<file path="src/rtl/serial_adder_pkg.sv">
// serial_adder_pkg: shared constants and types for the bit-serial adder.
// Holds the FSM state encoding (IDLE/SHIFT/DONE) and the default operand width.
// The optional signed-overflow output is enabled by defining SERIAL_ADDER_OVF_EN.
package serial_adder_pkg;

  // Default operand/sum width, and the smallest width the datapath supports.
  localparam int unsigned SA_DEFAULT_WIDTH = 8;
  localparam int unsigned SA_MIN_WIDTH     = 2;

  // Controller states. The encodings are fixed so they line up with other
  // blocks that decode the state (debug, trace).
  typedef enum logic [1:0] {
    IDLE  = 2'd0,
    SHIFT = 2'd1,
    DONE  = 2'd2
  } sa_state_e;

  // Counter width for a given operand width. The counter only has to reach
  // WIDTH-1, so ceil(log2(WIDTH)) bits are enough and it never wraps.
  function automatic int unsigned sa_cnt_width(input int unsigned width);
    return (width < 2) ? 1 : $clog2(width);
  endfunction

endpackage : serial_adder_pkg

</file>
<file path="src/rtl/full_adder.sv">
// full_adder: single-bit full adder cell, purely combinational.
// This is the cell that serial_adder reuses once per bit.
module full_adder (
  input  logic A,
  input  logic B,
  input  logic Cin,
  output logic S,
  output logic Cout
);

  logic a_xor_b;

  // Sum and carry of one bit position.
  assign a_xor_b = A ^ B;
  assign S       = a_xor_b ^ Cin;
  assign Cout    = (A & B) | (Cin & a_xor_b);

endmodule : full_adder

</file>
<file path="src/rtl/serial_adder.sv">
// serial_adder: bit-serial adder, one bit per clock, LSB first.
// A single full_adder cell plus a carry flip-flop resolves WIDTH bits in
// WIDTH cycles. After that a one-cycle done pulse presents {Cout,S}.
// Optional feature: define SERIAL_ADDER_OVF_EN to add the signed-overflow port V.
module serial_adder
  import serial_adder_pkg::*;
#(
  parameter int unsigned WIDTH = SA_DEFAULT_WIDTH
) (
  input  logic             clk,
  input  logic             rst,
  input  logic             start,
  input  logic [WIDTH-1:0] A,
  input  logic [WIDTH-1:0] B,
  input  logic             Cin,
  output logic             busy,
  output logic             done,
  output logic [WIDTH-1:0] S,
  output logic             Cout
`ifdef SERIAL_ADDER_OVF_EN
  ,
  output logic             V
`endif
);

  localparam int unsigned     CNT_W    = sa_cnt_width(WIDTH);
  localparam logic [CNT_W-1:0] CNT_LAST = CNT_W'(WIDTH - 1);

  // The carry flip-flop and counter logic assume at least two bits.
  if (WIDTH < SA_MIN_WIDTH) begin : g_bad_width
    $error("serial_adder: WIDTH must be at least 2");
  end

  // Controller state and registered handshake outputs.
  sa_state_e        state_q;
  logic             busy_q;
  logic             done_q;

  // Datapath registers: operand shifters, sum shifter, running carry, bit counter.
  logic [WIDTH-1:0] a_sr_q, a_sr_d;
  logic [WIDTH-1:0] b_sr_q, b_sr_d;
  logic [WIDTH-1:0] s_sr_q, s_sr_d;
  logic             carry_q;
  logic [CNT_W-1:0] cnt_q, cnt_d;
  logic             cout_q;
`ifdef SERIAL_ADDER_OVF_EN
  logic             v_q;
`endif

  // Outputs of the shared single-bit cell.
  logic             fa_s;
  logic             fa_cout;

  // The one full_adder: it always looks at the current LSBs and the carry.
  full_adder u_full_adder (
    .A    (a_sr_q[0]),
    .B    (b_sr_q[0]),
    .Cin  (carry_q),
    .S    (fa_s),
    .Cout (fa_cout)
  );

  // Next values of the shifters and counter for one SHIFT step.
  always_comb begin
    a_sr_d = a_sr_q >> 1;
    b_sr_d = b_sr_q >> 1;
    // The new sum bit enters at the MSB. After WIDTH steps bit 0 has reached
    // the LSB, so s_sr holds the result in natural order.
    s_sr_d = {fa_s, s_sr_q[WIDTH-1:1]};
    cnt_d  = cnt_q + CNT_W'(1);
  end

  // Controller and datapath: accept in IDLE, shift WIDTH times, then pulse done.
  // NOTE: every register here is assigned with <=. All of them then update
  // together from the values of the previous cycle, which is what makes the
  // shifters and the carry chain step in lockstep.
  always_ff @(posedge clk or posedge rst) begin
    // NOTE: all state, including the operand and sum shifters, is reset. There
    // are only a few flops, and a clean S/Cout after an aborted operation is
    // required behaviour.
    if (rst) begin
      state_q <= IDLE;
      busy_q  <= 1'b0;
      done_q  <= 1'b0;
      a_sr_q  <= '0;
      b_sr_q  <= '0;
      s_sr_q  <= '0;
      carry_q <= 1'b0;
      cnt_q   <= '0;
      cout_q  <= 1'b0;
`ifdef SERIAL_ADDER_OVF_EN
      v_q     <= 1'b0;
`endif
    end else begin
      case (state_q)
        IDLE: begin
          done_q <= 1'b0;
          if (start) begin
            // Accepting edge: capture the operands and clear the old result.
            state_q <= SHIFT;
            busy_q  <= 1'b1;
            a_sr_q  <= A;
            b_sr_q  <= B;
            carry_q <= Cin;
            cnt_q   <= '0;
            s_sr_q  <= '0;
            cout_q  <= 1'b0;
`ifdef SERIAL_ADDER_OVF_EN
            v_q     <= 1'b0;
`endif
          end
        end

        SHIFT: begin
          a_sr_q  <= a_sr_d;
          b_sr_q  <= b_sr_d;
          s_sr_q  <= s_sr_d;
          carry_q <= fa_cout;
          if (cnt_q == CNT_LAST) begin
            // MSB resolved: publish the carry-out and raise done for one cycle.
            // The counter is left at WIDTH-1 and reloaded on the next start.
            state_q <= DONE;
            done_q  <= 1'b1;
            cout_q  <= fa_cout;
`ifdef SERIAL_ADDER_OVF_EN
            // Signed overflow: carry into the MSB differs from carry out of it.
            v_q     <= carry_q ^ fa_cout;
`endif
          end else begin
            cnt_q <= cnt_d;
          end
        end

        DONE: begin
          // A start seen here is dropped. It is only sampled in IDLE.
          state_q <= IDLE;
          busy_q  <= 1'b0;
          done_q  <= 1'b0;
        end

        default: begin
          state_q <= IDLE;
          busy_q  <= 1'b0;
          done_q  <= 1'b0;
        end
      endcase
    end
  end

  // The result comes straight from the registers, so it holds between operations.
  assign busy = busy_q;
  assign done = done_q;
  assign S    = s_sr_q;
  assign Cout = cout_q;
`ifdef SERIAL_ADDER_OVF_EN
  assign V    = v_q;
`endif

endmodule : serial_adder

</file>
<file path="config.mk">
export PLATFORM = sky130hd
export DESIGN_NAME = serial_adder
export DESIGN_NICKNAME = d
export VERILOG_FILES = /design/src/rtl/serial_adder_pkg.sv /design/src/rtl/full_adder.sv /design/src/rtl/serial_adder.sv
export SDC_FILE = /design/constraint.sdc
export NUM_CORES = 1
export LEC_CHECK = 0
export ABC_AREA = 0
export BUFFER_PORTS_ARGS = -buffer_cell sky130_fd_sc_hd__buf_2
export CAP_MARGIN = 20
export CORE_MARGIN = 1
export CORE_UTILIZATION = 45
export DETAILED_ROUTE_END_ITERATION = 7
export PLACE_DENSITY = 0.78
export SLEW_MARGIN = 20
export SYNTH_ARGS = -nofsm -noshare
export SYNTH_HDL_FRONTEND = slang
export SYNTH_HIERARCHICAL = 1
export SYNTH_SLANG_ARGS = --single-unit
export TNS_END_PERCENT = 30
</file>
<file path="constraint.sdc">
create_clock -name clk -period 2.4 [get_ports clk]
set_input_delay 0.24 -clock clk [delete_from_list [all_inputs] [get_ports clk]]
set_output_delay 0.24 -clock clk [all_outputs]
set_load 0.01 [all_outputs]
</file>
Word-level counts from Yosys, hierarchy flattened
Index checks and enable logic that the tools add are counted.

Add/sub/neg operators: 1. Equality and inequality tests: 5. Muxes and demuxes: 21. Bitwise gates (word level): 6. Reductions and logical operators: 7.

Operator list (count): $pmux 8 s2 (3); $mux 8 (3); $mux 1 (6); $mux 3 (2); $ne 2x2->1 const B (3); $pmux 1 s2 (3); $pmux 3 s2 (1); $reduce_and 2->1 (3); $reduce_and 3->1 (2); $mux 2 (2); $pmux 2 s2 (1); $add 3x1->3 const B (1); $eq 3x3->1 const B (1); $and 1x1->1 (2); $eq 2x1->1 const B (1); $logic_not 2->1 (1); $reduce_bool 2->1 (1); $xor 1x1->1 (2); $not 1->1 (1); $or 1x1->1 (1).

Register bits: 33. Input port bits: 20. Output and inout bits: 11.

Depth between registers and ports, before layout
Gate-level depths: netlist of run 1.

Depth after elaboration: 5. Mapped depth: 5.

Modules after synthesis
The synthesis of run 1 kept the hierarchy.

Modules (own cells, without submodules): serial_adder (instances 1, cells an instance 132, area an instance 1544.0 um^2, seq. area each 825.8 um^2); full_adder (instances 1, cells an instance 1, area an instance 20.0 um^2, seq. area each 0.0 um^2).

Worst setup path before layout of run 1
No wires, ideal clock.

Path type: flip-flop to flip-flop. From: reg cnt_q[0]. To: reg cnt_q[0]. Arrival time: 1.341 ns. Required time: 2.310 ns. Path slack: 0.969 ns. Stages on the path, launching flop included: 6. Path buffers: 1. Cell sequence: dfrtp_1 -> ha_1 -> ha_1 -> buf_1 -> or2_2 -> o221ai_1.

Word-level cells in the longest chain between the ends: 3.

Ends and longest elaborated chain: start: declaration (RTL line serial_adder.sv:44) `logic [CNT_W-1:0] cnt_q, cnt_d;`; start signal: assignment (RTL line serial_adder.sv:130) `cnt_q <= cnt_d;`; $add 3x1->3 / $eq 3x3->1 (equally long branches) (RTL line serial_adder.sv:70, serial_adder.sv:119); $mux 3 / $ne 2x2->1 (equally long branches); $pmux 3 s2 / $reduce_and 3->1 (equally long branches).

Several ways; a longest one is shown, not always the timed one. The select of a mux whose other input is x is not followed. A chain may end at the register's enable or synchronous reset.

Final worst setup path of run 1
From: reg state_q[0]. To: reg a_sr_q[6].

Word-level cells in the longest chain between the ends: 3.

Ends and longest elaborated chain: start: declaration (RTL line serial_adder.sv:35) `sa_state_e state_q;`; start signal: assignment (RTL line serial_adder.sv:82) `state_q <= IDLE;`; start signal: assignment (RTL line serial_adder.sv:100) `state_q <= SHIFT;`; start signal: assignment (RTL line serial_adder.sv:122) `state_q <= DONE;`; $eq 2x1->1 / $logic_not 2->1 (equally long branches) (RTL line serial_adder.sv:95) `case (state_q)`; $reduce_bool 2->1 (no line) / $ne 2x2->1 (equally long branches); $reduce_and 2->1 (no line); end signal: assignment (RTL line serial_adder.sv:115) `a_sr_q <= a_sr_d;`; end: declaration (RTL line serial_adder.sv:40) `logic [WIDTH-1:0] a_sr_q, a_sr_d;`.

Several ways; a longest one is shown, not always the timed one.

==> flow_summary.toml, run 1 <==
[synth]
yosysWarningCount = 6
synth-adder-area-share_pct = 2.88
synth_cell_types = 30
syn-cell-area_um2 = 1560
syn_inst = 133
synth_compound_area_share_pct = 19.4
synth_edf_count = 0
yosys-mux-area-fraction_pct = 0
synth_fp_nets = 156
synth_xor_area_share_pct = 0
synth-seq-cells = 33
synthSimpleGateAreaFrac_pct = 17.4
synth_flop_cell = "dfrtp_1"
async_flop_share_pct = 100
syn_avg_cell_area_um2 = 11.8
synth_top_family_by_area = "compound AO/OA/AOI/OAI gates"
synth-seq-area-share_pct = 52.8

[place]
portBuffers = 30
gp_congestion = 0.729
hpwl_um = 2000

[clocking]
cts_sinks = 33
clk_pin_slew_ps = 100
cts_root_buf = "clkbuf_4"
clock_path_buffers = 2
cts_tree = "done"
cts.repair.resized = 0
h-tree-depth = 2
cts.hold.buffers_added = 1
clkLatencyLatePin_ps = 330
cts_setup_buffers = 0
cts-buffers-inserted = 5

[floorplanning]
rows = 21
io_pins = 31
initial_core_util_pct = 46.9
die_w_um = 61.0
die_y_um = 61.0
die_area_um2 = 3720
coreArea_um2 = 3340

[critical_path]
path_max_fanout = 25
path_buf_inv = 1
start_kind = "flip-flop"
regToRegSetupSlack_ps = 730
cp_cell_sequence = "buf_4, or4b_1, o221a_1"
critPathTopFamily = "flip-flops"
critPathKind = "flip-flop to flip-flop"
worstPathArrival_ps = 1900
critPathMaxStageDelay_ps = 650
crit_path_end_kind = "flip-flop"
crit_path_top_delay_cell = "dfrtp_1"
crit_required_ps = 2630

[global_route]
antenna_found_initial = 0
grt_pass1_vias = 1021
grt_pass1_wl_um = 4900
grt_overflow_total = 0
grt.total_usage_pct = 18.5
grt_max_degree = 34

[route]
vias = 1174
drtAntennaViolNets = 0
via_per_inst = 5.64
wire_per_inst_um = 14.2
wirelength_um = 2950
drt-pass1-iter-count = 4
drt_iter0_drc = 58
drc = 0

[pwr]
irDropWorstVdd_mv = 0.424
cellLeakagePower_nw = 0.852
combPwrFrac_pct = 37.6
internal_power_mw = 1.31
p_sw_share_pct = 37.1
sequentialPowerShare_pct = 47.9
power_density_nw_per_um2 = 1160
p_sw_mw = 0.773
clockPowerShare_pct = 14.5

[sta]
worst_pin_slew_ps = 785
slew_headroom_pct = 47.6
finalHoldViolCount = 0
drv_slew = 0
fmax_mhz = 598
finalClockSkew_ps = 4.34
fin_crit_ps = 1670
setup_viol_count_final = 0
tns_ps = 0
rsz0062_at_grt = "false"
min_period_over_period_pct = 69.7

[finish]
fin_util_pct = 53.7
fillers = 313
fin_nets = 184
seq_area_um2 = 826
drive_above_1_share_pct = 30.2
area_growth_pct = 14.5
multi_input_area_um2 = 621
insertedDiodeCount = 0

[worst_hold_path]
hold_path_class = "input port to flip-flop"

[run]
maxCapViolations = 0

[outcome]
outcome = "finished, final reports clean"
==> layout by cell type, fill, tap and decap left out, drive strengths merged, types with 3 or more instances in the layout <==
| master | count |
|---|---|
| a221oi | 6 |
| a22o | 8 |
| buf | 33 |
| clkbuf | 5 |
| dfrtp | 33 |
| inv | 13 |
| nand2 | 3 |
| nand2b | 4 |
| nand3 | 3 |
| nor2 | 5 |
| nor4b | 7 |
| o221a | 8 |
| o221ai | 4 |
| or4b | 8 |
==> cells in the mapped netlist (2+ instances only) <==
cell | count | area, µm²
buf_1 | 2 | 7.51
a22o_1 | 8 | 70.1
nand3_1 | 3 | 15.0
buf_2 | 10 | 50.1
nor2_1 | 5 | 18.8
nand2_1 | 3 | 11.3
a21oi_1 | 2 | 10.0
nor4bb_1 | 2 | 20.0
o221a_2 | 5 | 56.3
inv_1 | 13 | 48.8
o221ai_1 | 4 | 35.0
ha_1 | 2 | 25.0
nor4b_1 | 7 | 61.3
nand2b_1 | 4 | 25.0
o221a_1 | 3 | 33.8
dfrtp_1 | 33 | 826
nor3b_1 | 2 | 15.0
a221oi_1 | 6 | 52.6
or4b_1 | 8 | 80.1
==> worst register-to-register path, stage by stage (launching register included) <==
cell	delay, ps
dfrtp_1	650
buf_4	300
or4b_1	490
o221a_1	130
==> path summary, 6_finish.rpt <==
| check | startpoint | endpoint | cells after the start |
|---|---|---|---|
| worst max register to register | state_q[0] | a_sr_q[6] | 3 |
| min in group asynchronous | rst | a_sr_q[2] | 4 |
| worst max-delay path | state_q[0] | a_sr_q[6] | 3 |
| max in group asynchronous | rst | a_sr_q[4] | 4 |
| worst min register to register | b_sr_q[7] | b_sr_q[7] | 1 |
| worst min-delay path | A[6] | a_sr_q[6] | 3 |
==> per-stage QoR <==
stage	power [mW]	hold slack [ps]	std cells	cell area, µm²	worst slack, ps
final	2.08	248	208	1790	727
after global routing	2.28	239	208	1790	511
after CTS	2.11	238	208	1790	723
after detailed placement	1.81	351	199	1730	741
after global placement	1.75	340	199	1730	763
after floorplan	1.59	369	133	1560	969
==> power by group through the flow <==
stage          Combinational (mW)  Sequential [mW]  Clock, mW
2_1_floorplan               0.613            0.975          0
3_3_place_gp                0.751             1.00          0
3_5_place_dp                0.795             1.01          0
4_1_cts                     0.794             1.00      0.312
5_1_grt                     0.892             1.04      0.341
6_report                    0.783            0.999      0.302
==> flip-flops by register name, summed over array words and instances (netlist names), 2 cells and up <==
name / count
b_sr_q: 8
cnt_q: 3
a_sr_q: 8
S: 8
state_q: 2
==> metal layers <==
layer	up-vias	share of wire (%)	global-route usage (%)
met1	579	45	25.8
met4	0	1.1	6.82
met2	31	50	26.7
met5	-	0	0
met3	4	4.4	6.40
li1	560	-	-
==> cell type report <==
class,instances,area share [%]
clock buffers,5,2.10
repair buffers,34,10.2
inverters,13,2.73
clock inverters,3,0.978
multi-input cells,74,34.7
flip-flops and latches,33,46.1
well taps,46,3.21
==> kinds of logic (layout without fill, tap and decap cells) <==
family	Yosys count	after routing
buffers and inverters	26	55
adder cells (fa/ha/maj)	3	3
AND/OR/NAND/NOR	38	38
AO/OA/AOI/OAI	33	33
flip-flops	33	33
Power figures use the tool's default switching activity.
==> run 2: changes to the inputs <==
- clock period: 2.4 -> 1.56 ns (I/O delays scaled with it)
==> run 2 against run 1 <==
  * Hold slack got worse by 77 ps
  * Combinational power increased by 69%
  * Clock-buffer cell count increased by 2
  * Flip-flop and latch count unchanged
  * Cell count increased by 1.4%
  * Via count decreased by 0.43%
  * Register-to-register slack got worse by 590 ps
  * Global-route usage increased by 0.37 points
  * Largest power group unchanged
  * Highest routed layer unchanged
==> flow_summary.toml, run 2 (same netlist as run 1, synthesis figures left out) <==
[route]
vias = 1169
drc = 0
drt-pass1-iter-count = 5
via_per_inst = 5.54
drt_iter0_drc = 30
wire_per_inst_um = 14.2
drtAntennaViolNets = 0
wirelength_um = 3000

[global_route]
grt_max_degree = 34
grt_pass1_vias = 1104
grt_pass1_wl_um = 4930
grt_overflow_total = 0
antenna_found_initial = 0
grt.total_usage_pct = 18.9

[worst_hold_path]
hold_depth = 3
hold_path_class = "input port to flip-flop"

[finish]
area_growth_pct = 18.5
final_area_um2 = 1850
drive_above_1_share_pct = 31.5
mostFrequentLayoutCells = "dfrtp_1 (33), buf_2 (30), inv_1 (13)"
fin_nets = 187
multi_input_area_um2 = 631
insertedDiodeCount = 0
fillers = 313
layout_commonest_cell = "dfrtp_1"
seq_area_um2 = 826

[place]
portBuffers = 30
placedInstanceArea_um2 = 1750
gp_congestion = 0.731
hpwl_um = 2110

[floorplanning]
coreArea_um2 = 3340
initial_core_util_pct = 46.9
die_y_um = 61.0
die_area_um2 = 3720
io_pins = 31
rows = 21
die_w_um = 61.0

[sta]
finalClockSkew_ps = 5.59
slew_headroom_pct = 68.7
fmax_mhz = 704
worst_pin_slew_ps = 470
setup_viol_count_final = 0
drv_slew = 0
min_period_over_period_pct = 91.1
tns_ps = 0
rsz0062_at_grt = "false"
finalHoldViolCount = 0
hold_ws_ps = 171
fin_crit_ps = 1420

[critical_path]
worstPathArrival_ps = 1620
worstSetupEndpoint = "b_sr_q[0]"
timing.rr.start = "state_q[1]"
crit_required_ps = 1760
reg2reg_to = "b_sr_q[0]"
crit_path_end_kind = "flip-flop"
regToRegSetupSlack_ps = 140
start_kind = "flip-flop"
critPathLaunch = "state_q[1]"
critPathKind = "flip-flop to flip-flop"
r2r_cells = 3
path_max_fanout = 18

[clocking]
cts_sinks = 33
clock_path_buffers = 2
cts-buffers-inserted = 5
h-tree-depth = 2
clkLatencyLatePin_ps = 330
clk_pin_slew_ps = 100
cts_tree = "done"
cts_root_buf = "clkbuf_4"

[run]
maxCapViolations = 0

[pwr]
irDropWorstVdd_mv = 1.18
fin_total_pwr_mw = 3.46
cellLeakagePower_nw = 0.883
power_density_nw_per_um2 = 1870

[outcome]
outcome = "finished, final reports clean"
==> run 2: cell types whose count changed in the layout (fill, tap and decap cells not counted), sizes merged <==
cell	delta
buf	+3
clkbuf	+2
clkinv	-2
bufinv	+1
clkinvlp	-1
==> run 2: worst min path at each step <==
stage | slack, ps | end | start
3_3_place_gp | 250 | a_sr_q[2] | rst
6_report | 170 | a_sr_q[2] | A[2]
5_1_grt | 180 | a_sr_q[2] | A[2]
2_1_floorplan | 280 | Cout | rst
3_5_place_dp | 260 | S[6] | rst
4_1_cts | 160 | a_sr_q[2] | A[2]
==> run 2: where the power goes <==
| part | internal (mW) | switching [mW] | leakage (nW) |
|---|---|---|---|
| sequential | 1.23 | 0.245 | 0.400 |
| combinational | 0.653 | 0.669 | 0.437 |
| clock | 0.383 | 0.276 | 0.0455 |
| total | 2.27 | 1.19 | 0.883 |
==> run 2: critical path, cell delays in order, from the launching register on <==
cell and delay [ps]:
dfrtp_1 560, buf_4 260, nor4b_1 370, a211oi_1 100
==> run 2: timing repair <==
item                                   CTS  global route
setup endpoints to repair                0            13
hold buffers                             1             0
endpoints found under the hold margin   33             0
gates resized for setup                  0             2
setup buffers                            0             0
==> run 2: stage by stage <==
stage	util, %	std cells	worst slack, ps
floorplan	-	133	129
global placement	52.4	202	120
detailed placement	52.4	202	47.7
CTS	55.2	211	37.4
global route	55.5	211	42.1
finish	55.5	211	139
==> run 2: cell type report <==
type                       instances  area share (%)
tap                               46            3.11
multi-input combinational         74            34.0
clock inverter                     1            1.62
clock buffer                       7            2.97
sequential                        33            44.6
inverter                          13            2.63
timing repair buffer              37            11.1
==> run 2: layer usage <==
metal | global-route usage, % | share of wire [%] | vias to the layer above
li1 | - | - | 565
met1 | 23.4 | 46 | 571
met2 | 31.2 | 48 | 29
met3 | 5.12 | 4.7 | 4
met4 | 7.79 | 1.2 | 0
met5 | 0 | 0 | -
==> run 3: changes to the inputs <==
- CELL_PAD_IN_SITES_DETAIL_PLACEMENT: unset -> 0
- CELL_PAD_IN_SITES_GLOBAL_PLACEMENT: unset -> 2
- CORE_UTILIZATION: 45 -> 35
- PLACE_DENSITY: 0.78 -> 0.89
==> run 3 against run 2 <==
  * Critical endpoint is now a_sr_q[6]
  * Highest routed layer unchanged
  * Hold slack better by 58 ps
  * Cell count is 1.4% higher
  * Wire length is 8.1% higher
  * Design area is 0.34% higher
  * Critical path type unchanged
  * Flip-flop and latch count stayed put
  * First-iteration DRC count grew to 4.0 times the previous value
==> flow_summary.toml, run 3 (same netlist as run 1, synthesis figures left out) <==
[clocking]
cts-buffers-inserted = 5
cts_root_buf = "clkbuf_8"
clk_pin_slew_ps = 60
cts_tree = "done"
cts_sinks = 33
clock_path_buffers = 2
h-tree-depth = 2
cts_setup_buffers = 0
clkLatencyLatePin_ps = 270

[global_route]
antenna_found_initial = 0
grt_pass1_vias = 1143
grt_pass1_wl_um = 5310
grt_max_degree = 34
grt_overflow_total = 0
grt.total_usage_pct = 15.6

[worst_hold_path]
hold_depth = 3
holdPathEnd = "carry_q"
hold_path_class = "input port to flip-flop"
hold_start = "Cin"

[critical_path]
cp_cell_sequence = "buf_4, or4b_1, o221a_1"
path_buf_inv = 1
timing.rr.start = "state_q[0]"
crit_required_ps = 1720
crit_path_top_delay_cell = "or4b_1"
crit_path_end_kind = "flip-flop"
critPathTopFamily = "simple AND/OR/NAND/NOR gates"
critPathKind = "flip-flop to flip-flop"
worstPathArrival_ps = 1630
r2r_cells = 3
reg2reg_to = "a_sr_q[6]"
critPathMaxStageDelay_ps = 510
path_max_fanout = 11
start_kind = "flip-flop"
regToRegSetupSlack_ps = 90

[finish]
drive_above_1_share_pct = 31.1
layout_commonest_cell = "dfrtp_1"
fillers = 408
mostFrequentLayoutCells = "dfrtp_1 (33), buf_2 (30), inv_1 (13)"
insertedDiodeCount = 0
multi_input_area_um2 = 631
area_growth_pct = 18.9
fin_nets = 187
seq_area_um2 = 826
final_area_um2 = 1860

[route]
drt-pass1-iter-count = 4
drc = 0
wirelength_um = 3240
vias = 1162
drtAntennaViolNets = 0
drt_iter0_drc = 121
wire_per_inst_um = 15.1
via_per_inst = 5.43

[floorplanning]
initial_core_util_pct = 37.7
coreArea_um2 = 4140
io_pins = 31
die_area_um2 = 4740
die_y_um = 68.8
rows = 23
die_w_um = 68.8

[sta]
slew_headroom_pct = 68.2
worst_pin_slew_ps = 476
min_period_over_period_pct = 94.1
finalClockSkew_ps = 2.17
finalHoldViolCount = 0
fmax_mhz = 681
tns_ps = 0
rsz0062_at_grt = "false"
fin_crit_ps = 1470
drv_slew = 0
setup_viol_count_final = 0

[pwr]
irDropWorstVdd_mv = 0.589
cellLeakagePower_nw = 0.882
power_density_nw_per_um2 = 1840

[place]
hpwl_um = 2230
portBuffers = 30
gp_congestion = 0.692
placedInstanceArea_um2 = 1750

[run]
maxCapViolations = 0

[outcome]
outcome = "finished, final reports clean"
run 3: changes by cell type in the layout (fill, tap and decap cells not counted):
cell	previous run	this run
bufinv_16	1	0
clkbuf_4	5	0
clkbuf_8	1	6
run 3: worst min-delay path: cells and delay by family:
kind	cells	cell delay, ps
AOI/OAI and AO/OA	1	150
and+or+nand+nor	1	90
buffers and inverters	1	80
run 3: where the power goes:
| group | total (mW) | internal, mW | switching [mW] |
|---|---|---|---|
| logic | 1.29 | 0.649 | 0.636 |
| registers | 1.50 | 1.23 | 0.270 |
| clock network | 0.635 | 0.350 | 0.285 |
run 3: routing by layer:
| layer | global-route usage, % | vias up | share of wire (%) |
|---|---|---|---|
| met4 | 9.69 | 0 | 2.2 |
| met5 | 0 | - | 0 |
| met2 | 24.3 | 20 | 47 |
| met3 | 4.28 | 7 | 4.0 |
| li1 | - | 560 | - |
| met1 | 19.1 | 575 | 47 |
run 3: cell type report:
| type | instances | area share, % |
|---|---|---|
| Clock buffer | 7 | 4.64 |
| Inverter | 13 | 2.62 |
| Multi-Input combinational cell | 74 | 33.9 |
| Sequential cell | 33 | 44.4 |
| Tap cell | 50 | 3.36 |
| Timing Repair Buffer | 37 | 11.0 |
run 3: worst max path at each step:
stage	from	endpoint	slack (ps)	depth (start not counted)
after global placement	state_q[1]	b_sr_q[3]	110	2
after detailed placement	state_q[1]	b_sr_q[5]	4	2
after CTS	state_q[1]	b_sr_q[5]	20	2
after global routing	state_q[0]	a_sr_q[5]	20	3
final	state_q[0]	a_sr_q[6]	90	3
after floorplan	cnt_q[0]	cnt_q[0]	130	5
run 3: repair_timing:
action / in CTS / in global routing
hold endpoints to repair: 33 / 0
hold buffers: 1 / 0
resized for setup: 0 / 2
endpoints found under the setup margin: 0 / 12
run 3: metrics by stage:
stage	power, mW	std cells	setup slack [ps]	hold slack [ps]	util, %
floorplan	2.44	133	129	285	-
global placement	2.74	206	113	258	42.3
detailed placement	2.81	206	4.35	271	42.3
CTS	3.46	214	16.3	227	44.6
global route	3.74	214	16.7	231	44.9
finish	3.42	214	92.1	229	44.9
